===== src/rtl/rram_ctrl_pkg.sv =====
// Shared types and opcode constants for the RRAM controller path.
package rram_ctrl_pkg;
  localparam int INSTR_WIDTH  = 4;
  localparam int OPCODE_WIDTH = 16;
  localparam int WORD_WIDTH   = INSTR_WIDTH + OPCODE_WIDTH;

  typedef logic [WORD_WIDTH-1:0] inst_word_t;

  localparam logic [INSTR_WIDTH-1:0] STORE      = 4'h4;
  localparam logic [INSTR_WIDTH-1:0] READ       = 4'h5;
  localparam logic [INSTR_WIDTH-1:0] HAM_WEIGHT = 4'h6;
  localparam logic [INSTR_WIDTH-1:0] HAM_SEG    = 4'h7;

  // Opcode sits in the top bits of the instruction word.
  function automatic logic [INSTR_WIDTH-1:0] opcode_of(input inst_word_t w);
    return w[WORD_WIDTH-1 -: INSTR_WIDTH];
  endfunction
endpackage


===== src/rtl/rram_fifo_ptr.sv =====
// Pointer, occupancy and flag logic for the instruction FIFO.
// Flags depend only on registered pointers; accept strobes are combinational.
module rram_fifo_ptr
  import rram_ctrl_pkg::*;
#(
  parameter int DEPTH    = 16,
  parameter int AF_LEVEL = DEPTH - 2
) (
  input  logic                     CLK,
  input  logic                     reset_n,
  input  logic                     clr,
  input  logic                     push_req,
  input  logic                     pop_req,
  output logic                     push_ok,
  output logic                     pop_ok,
  output logic [$clog2(DEPTH)-1:0] wr_addr,
  output logic [$clog2(DEPTH)-1:0] rd_addr,
  output logic [$clog2(DEPTH):0]   count,
  output logic                     full,
  output logic                     empty,
  output logic                     almost_full,
  output logic                     overflow,
  output logic                     underflow
);
  localparam int AW = $clog2(DEPTH);
  localparam logic [AW:0] PTR_ONE = (AW+1)'(1);
  localparam logic [AW:0] AF_CNT  = (AW+1)'(AF_LEVEL);

  logic [AW:0] wr_ptr, rd_ptr;

  assign count       = wr_ptr - rd_ptr;
  assign empty       = (count == '0);
  assign full        = (wr_ptr[AW] != rd_ptr[AW]) && (wr_ptr[AW-1:0] == rd_ptr[AW-1:0]);
  assign almost_full = (count >= AF_CNT);
  assign wr_addr     = wr_ptr[AW-1:0];
  assign rd_addr     = rd_ptr[AW-1:0];

  // A full FIFO is never empty, so a simultaneous pop always frees the slot.
  assign pop_ok  = pop_req && !empty;
  assign push_ok = push_req && (!full || pop_ok);

  always_ff @(posedge CLK or negedge reset_n) begin
    if (!reset_n) begin
      wr_ptr    <= '0;
      rd_ptr    <= '0;
      overflow  <= 1'b0;
      underflow <= 1'b0;
    end else if (clr) begin
      wr_ptr    <= '0;
      rd_ptr    <= '0;
      overflow  <= 1'b0;
      underflow <= 1'b0;
    end else begin
      if (push_ok) wr_ptr <= wr_ptr + PTR_ONE;
      if (pop_ok)  rd_ptr <= rd_ptr + PTR_ONE;
      if (push_req && !push_ok) overflow  <= 1'b1;
      if (pop_req && empty)     underflow <= 1'b1;
    end
  end
endmodule


===== src/rtl/rram_inst_fifo.sv =====
// Show-ahead instruction FIFO feeding rram_controller_fsm.
// Optional high-water-mark output enabled by RRAM_INST_FIFO_HWM_EN.
module rram_inst_fifo
  import rram_ctrl_pkg::*;
#(
  parameter int INSTR_WIDTH  = rram_ctrl_pkg::INSTR_WIDTH,
  parameter int OPCODE_WIDTH = rram_ctrl_pkg::OPCODE_WIDTH,
  parameter int DEPTH        = 16,
  parameter int AF_LEVEL     = DEPTH - 2
) (
  input  logic                                CLK,
  input  logic                                reset_n,
  input  logic                                clr,
  input  logic                                push_n,
  input  logic [INSTR_WIDTH+OPCODE_WIDTH-1:0] din,
  output logic                                full,
  output logic                                almost_full,
  input  logic                                pop_n,
  output logic                                empty,
  output logic [INSTR_WIDTH+OPCODE_WIDTH-1:0] dout,
  output logic [$clog2(DEPTH):0]              count,
  output logic                                overflow,
  output logic                                underflow
`ifdef RRAM_INST_FIFO_HWM_EN
  ,
  output logic [$clog2(DEPTH):0]              hwm
`endif
);
  localparam int W  = INSTR_WIDTH + OPCODE_WIDTH;
  localparam int AW = $clog2(DEPTH);

  logic [W-1:0]  mem [DEPTH];
  logic [W-1:0]  last_pop;
  logic [AW-1:0] wr_addr, rd_addr;
  logic          push_ok, pop_ok;

  rram_fifo_ptr #(.DEPTH(DEPTH), .AF_LEVEL(AF_LEVEL)) u_ptr (
    .CLK         (CLK),
    .reset_n     (reset_n),
    .clr         (clr),
    .push_req    (!push_n && !clr),
    .pop_req     (!pop_n && !clr),
    .push_ok     (push_ok),
    .pop_ok      (pop_ok),
    .wr_addr     (wr_addr),
    .rd_addr     (rd_addr),
    .count       (count),
    .full        (full),
    .empty       (empty),
    .almost_full (almost_full),
    .overflow    (overflow),
    .underflow   (underflow)
  );

  always_ff @(posedge CLK) begin
    if (push_ok) mem[wr_addr] <= din;
  end

  // Keeps dout stable on the last consumed word once the FIFO drains.
  always_ff @(posedge CLK or negedge reset_n) begin
    if (!reset_n)    last_pop <= '0;
    else if (pop_ok) last_pop <= mem[rd_addr];
  end

  assign dout = empty ? last_pop : mem[rd_addr];

`ifdef RRAM_INST_FIFO_HWM_EN
  always_ff @(posedge CLK or negedge reset_n) begin
    if (!reset_n)         hwm <= '0;
    else if (clr)         hwm <= '0;
    else if (count > hwm) hwm <= count;
  end
`endif
endmodule


===== config.mk =====
export PLATFORM = sky130hd
export DESIGN_NAME = rram_inst_fifo
export DESIGN_NICKNAME = d
export VERILOG_FILES = /design/src/rtl/rram_ctrl_pkg.sv /design/src/rtl/rram_fifo_ptr.sv /design/src/rtl/rram_inst_fifo.sv
export SDC_FILE = /design/constraint.sdc
export NUM_CORES = 1
export LEC_CHECK = 0
export ABC_AREA = 1
export CAP_MARGIN = 20
export CELL_PAD_IN_SITES_DETAIL_PLACEMENT = 1
export CELL_PAD_IN_SITES_GLOBAL_PLACEMENT = 2
export CORE_UTILIZATION = 45
export DETAILED_ROUTE_END_ITERATION = 8
export PLACE_DENSITY_LB_ADDON = 0.1
export RECOVER_POWER = 100
export SETUP_SLACK_MARGIN = 0.02
export SLEW_MARGIN = 15
export SYNTH_ARGS = -nofsm -noshare
export SYNTH_HDL_FRONTEND = slang
export SYNTH_SLANG_ARGS = --single-unit

===== constraint.sdc =====
create_clock -name CLK -period 7.72 [get_ports CLK]
set_input_delay 1.158 -clock CLK [delete_from_list [all_inputs] [get_ports CLK]]
set_output_delay 1.158 -clock CLK [all_outputs]
set_load 0.1 [all_outputs]

-- Word-level counts from Yosys, hierarchy flattened
Memory sizes are Yosys's and may differ from the RTL's.
Index checks and enable logic that the tools add are counted.
- reduce and logical (&&, ||, !) cells: 19
- eq/ne operators: 2
- order comparisons: 1
- multiplexer cells: 11
- add/subtract/negate cells: 3
- operators with widths (operator ; number):
    20-bit two-way mux ; 1
    5-bit two-way mux ; 4
    5-bit by 1-bit adder with 5-bit output, second input constant ; 2
    2-bit nonzero test ; 4
    1-bit logical AND ; 7
    1-bit zero test ; 6
    1-bit two-way mux ; 6
    5-bit by 4-bit >= comparator with 1-bit output, second input constant ; 1
    5-bit zero test ; 1
    5-bit subtractor ; 1
    4-bit == test ; 1
    1-bit logical OR ; 1
    1-bit != test ; 1
- bits in writable memories: 320
- flip-flop bits (word level): 32
- output and inout port bits: 30
- memories: 1
- memories (name ; words ; width ; read ports ; clocked after Yosys merged registers in ; write ports ; RTL line ; source):
    mem ; 16 ; 20 ; 1 ; 0 ; 1 ; rram_inst_fifo.sv:32 ; logic [W-1:0] mem [DEPTH];

-- Logic depth before layout (Yosys ltp)
- depth in word-level cells: 10
- mapped depth: 16

-- Cells and area by module
A second synthesis with hierarchy kept.
- cells, all modules: 1586
- area, all modules: 15747.6 µm²
- modules (own cells, without submodules) (module ; area an instance (µm²) ; cells each ; times used ; seq. area each (µm²)):
    rram_inst_fifo ; 14821.7 ; 1468 ; 1 ; 10109.7
    rram_fifo_ptr ; 925.9 ; 118 ; 1 ; 300.3

-- Worst setup path after synthesis
No wires, ideal clock.
- kind: register to output
- start: reg u_ptr.rd_ptr[2]
- end: out almost_full
- cell stages (with the launch flop): 8
- data arrival time: 5229 ps
- buffers on the path: 2
- path slack: 1333 ps
- path through: dfrtp_1 > clkbuf_1 > clkinv_1 > clkbuf_1 > ha_1 > xnor2_1 > nand2_1 > o21ai_0
- word-level cells in the longest chain between the ends: 2
- ends and longest elaborated chain (item ; RTL line ; source):
    start: declaration ; rram_fifo_ptr.sv:29 ; logic [AW:0] wr_ptr, rd_ptr;
    start signal: assignment ; rram_fifo_ptr.sv:55 ; if (pop_ok) rd_ptr <= rd_ptr + PTR_ONE;
    5-bit subtractor ; rram_fifo_ptr.sv:31 ; assign count = wr_ptr - rd_ptr;
    named net count[2] ; rram_inst_fifo.sv:21 ; output logic [$clog2(DEPTH):0] count,
    5-bit by 4-bit >= comparator with 1-bit output ; rram_fifo_ptr.sv:34 ; assign almost_full = (count >= AF_CNT);
    end: declaration ; rram_inst_fifo.sv:17 ; output logic almost_full,
The timed path passes the listed nets, and every way through them passes these cells.

-- Worst setup path in the final report
- start: reg u_ptr.rd_ptr[3]
- end: mem mem[14][14] (netlist bit), enable pin
- word-level cells in the longest chain between the ends: 8
- ends and longest elaborated chain (item ; RTL line ; source):
    5-bit subtractor ; rram_fifo_ptr.sv:31 ;
    5-bit zero test ; rram_fifo_ptr.sv:32 ; assign empty = (count == '0);
    1-bit zero test ; rram_fifo_ptr.sv:39 ; assign pop_ok = pop_req && !empty;
    1-bit logical AND ; rram_fifo_ptr.sv:39 ;
    1-bit logical OR * ; rram_fifo_ptr.sv:40 ; assign push_ok = push_req && (!full || pop_ok);
    1-bit logical AND * ; rram_fifo_ptr.sv:40 ;
    1-bit two-way mux * ; rram_inst_fifo.sv:56 ; if (push_ok) mem[wr_addr] <= din;
    1-bit two-way mux (implied by the code) * ; rram_inst_fifo.sv:56 ;
    end: declaration ; rram_inst_fifo.sv:32 ;
Mark *: on every way between the ends. The rest lies on a longest branch, timed or not.

==> results.md <==
* Cell Rows at 64
* Setup violations, final at 0
* Finished Layout Cells at about 1600
* Post-DRT Antenna Nets at 0
* Hold Buf Count CTS at 0
* Synth Cell Area at ~14000 µm²
* Die footprint at 32500 µm²
* Unrepaired setup endpoints after global routing: no
* Final #Nets at approximately 1200
* Worst vdd ir at slightly below 0.0003 V
* Drt via density at 5.73
* Warnings from Yosys at 0
* Commonest cells post-synth: 320 x edfxtp_1, 170 x nand2_1, 166 x nor2_1
* Routed WL per cell at approximately 23 µm
* Post-synth top area share at 67.3%
* Drt pass-1 iters at 5
* Fin util at 52.5%
* Hold Fails Final Rpt at 0
* Critical Path End Type: flip-flop
* Worst endpoint required time at roughly 7.9 ns
* Sequential share of the synthesized area at between 70 and 80%
* CTS sink count at between 300 and 400
* Synth async-reset ratio at 9.09%
* Xor and xnor fraction of the mapped netlist area at less than 1%
* Post-CTS setup buffer count at 0
* Global-route wire length before repair at 58.8 mm
* Power Total at between 6 and 7 mW
* # resized after CTS at 0
* Layout area overhead at 13.6%
* IO buf count at between 50 and 60
* Unique masters post-synth at 33
* CTS H-tree depth at 2
* TritonCTS buffer count at 37
* FF+latch count, synth at between 300 and 400
* Bufs on Longest Clock Path at 3
* Top post-synthesis cells by area: edfxtp_1 67%, o21ai_0 5.7%, dfrtp_1 5.6%
* Startpoint Class: flip-flop
* Die X at 180 µm
* Post-DP HPWL at ~23 mm
* Worst Hold Launch: u_ptr.overflow$_DFFE_PN0P_
* Post-route cell area at approximately 16000 µm²
* Remaining DRCs at 0
* Outcome: finished with violations
* Total track usage at about 24%
* EDFF count, synth at 320
* Cells after synthesis at roughly 1200
* Max Fclk at 157 MHz
* Critical Path AT at 6.55 ns
* Power Density at between 400 and 500 nW/µm²
* Critical path class: flip-flop to flip-flop
* Routed wire length at approximately 38 mm
* Clk_skew at approximately 0.027 ns
* Final period utilization at between 80% and 90%
* I/O Pins at between 50 and 60
* Clock-pin slew on the worst setup and hold paths at about 0.06 ns
* RePlAce Congestion at about 0.77
* Yosys top cell by area: edfxtp_1
* Crit-path max FO at 46
* Clock root cell: clkbuf_16
* Syn_nets at around 1200
* Worst r2r src: u_ptr.rd_ptr[3]$_DFFE_PN0P_
* Largest net degree at the start of global routing at 95
* CTS tree: built
* Post-layout min period at between 6 and 7 ns
* Clock Latency Late Sink at between 0.5 and 0.6 ns
* Dpl cells at 1570
* Total congestion overflow at 0
* Slew @ Worst Pin at between 1.5 and 2 ns
* Vias in the first global route at 9666
* CP startpoint: u_ptr.rd_ptr[3]$_DFFE_PN0P_
* Slew HR at -16.4%
* Mux cell area share after synthesis at 0%
* Die span in y at ~180 µm
* Adder-cell share of the synthesized area at less than 1%
* Compound-Gate Fraction of Synth Area at between 10% and 20%
* Min-Delay Path Class: flip-flop to flip-flop
* Iter 0 DRT Violations at about 730
* Largest family of logic cells by synthesized area: simple AND/OR/NAND/NOR gates
* Pleak at 5.59 nW
* Failing checks: max-capacitance violations, max-slew violations
* Antenna violations before repair at 1
* Syn avg cell area at 12.2 µm²
* Setup TNS at 0 ns
* # Max-Cap Violations at 1
* Pins Over Slew Limit at 33
* Placed Instance Area at ~15000 µm²
* Simple-gate share of the synthesized area at 11.8%
* Fraction of layout cells with a size suffix above 1 at 7.35%
* Core box area at between 30000 and 40000 µm²
* Count leader, synth: edfxtp_1
* Main synth FF type: edfxtp_1
* Vias at 9371
* Initial Utilization at 46.2%
-- worst max-delay path: stages (launching register included) --
cell and delay (ns):
dfrtp_1 1.06, inv_1 0.84, ha_1 0.58, or2_0 0.25, nand3_1 0.09, nand2_1 0.11, nand3_2 0.09, nand2_1 0.71
nand2_1 0.61, nand2_4 0.29, nor3_1 0.95, buf_4 0.43
-- cells by family (layout without fill, tap and decap cells) --
family,after synthesis,count (layout)
DFF,352,352
AOI/OAI and AO/OA,292,292
other,0,1
buffers and inverters,99,166
xor gates and xnor gates,4,4
adders and majority gates,10,10
and+or+nand+nor,414,414
-- report_power, final --
part | internal (mW) | switching (mW)
logic | 0.447 | 2.07
clock network | 1.06 | 0.722
registers | 2.15 | 0.0870
-- sequential cells by signal (all words and copies together), names as in the netlist --
name             flops
last_pop            20
mem                320
u_ptr.overflow       1
u_ptr.rd_ptr         5
u_ptr.underflow      1
u_ptr.wr_ptr         5
-- per-stage QoR --
stage | setup WS, ns | hold WS, ns
global placement | 2.48 | 0.473
finish | 1.36 | 0.477
detailed placement | 2.45 | 0.474
global route | 0.901 | 0.516
CTS | 1.93 | 0.490
floorplan | 1.33 | 0.459
-- per-layer routing --
| metal | GRT usage, % | vias to the layer above | share of wire (%) | wire length (µm) |
|---|---|---|---|---|
| met5 | 0 | - | 0 | 0 |
| met4 | 6.26 | 0 | 1.8 | 687 |
| met3 | 2.89 | 43 | 3.5 | 1340 |
| met2 | 39.5 | 182 | 48 | 18400 |
| met1 | 34.2 | 4813 | 47 | 17800 |
| li1 | - | 4333 | - | - |
-- worst paths after layout --
path / endpoint / slack (ns) / depth (start not counted)
hold reg to reg: u_ptr.overflow$_DFFE_PN0P_ / 0.48 / 1
setup reg to reg: mem[14][14]$_DFFE_PP_ / 1.36 / 11
setup / recovery: mem[14][14]$_DFFE_PP_ / 1.36 / 11
min in group asynchronous: last_pop[6]$_DFFE_PN0P_ / 1.09 / 1
max in group asynchronous: u_ptr.rd_ptr[0]$_DFFE_PN0P_ / 5.36 / 1
hold / removal: u_ptr.overflow$_DFFE_PN0P_ / 0.48 / 1
-- cell usage in the layout, fill, tap and decap left out, types with 4 or more instances in the layout --
master,instances
bufinv_16,4
dfrtp_1,30
edfxtp_1,320
clkinv_1,6
o21ai_0,183
nand2_1,172
clkinv_2,6
buf_4,20
clkbuf_16,39
o22ai_1,82
clkbuf_1,35
nor2_1,166
inv_1,19
ha_1,9
o21ai_1,21
nand3_1,51
nor3_1,5
nor3_2,10
dlygate4sd3_1,28
-- final cells by class --
type	instances	area, µm²
inverter	24	92.6
clock buffer	47	1010
tap	396	495
timing repair buffer	78	562
multi-input combinational	720	3460
sequential	352	10400
clock inverter	17	190
antenna	1	2.50
fill	3131	14700
No activity file was read; power rests on OpenSTA's default activity.
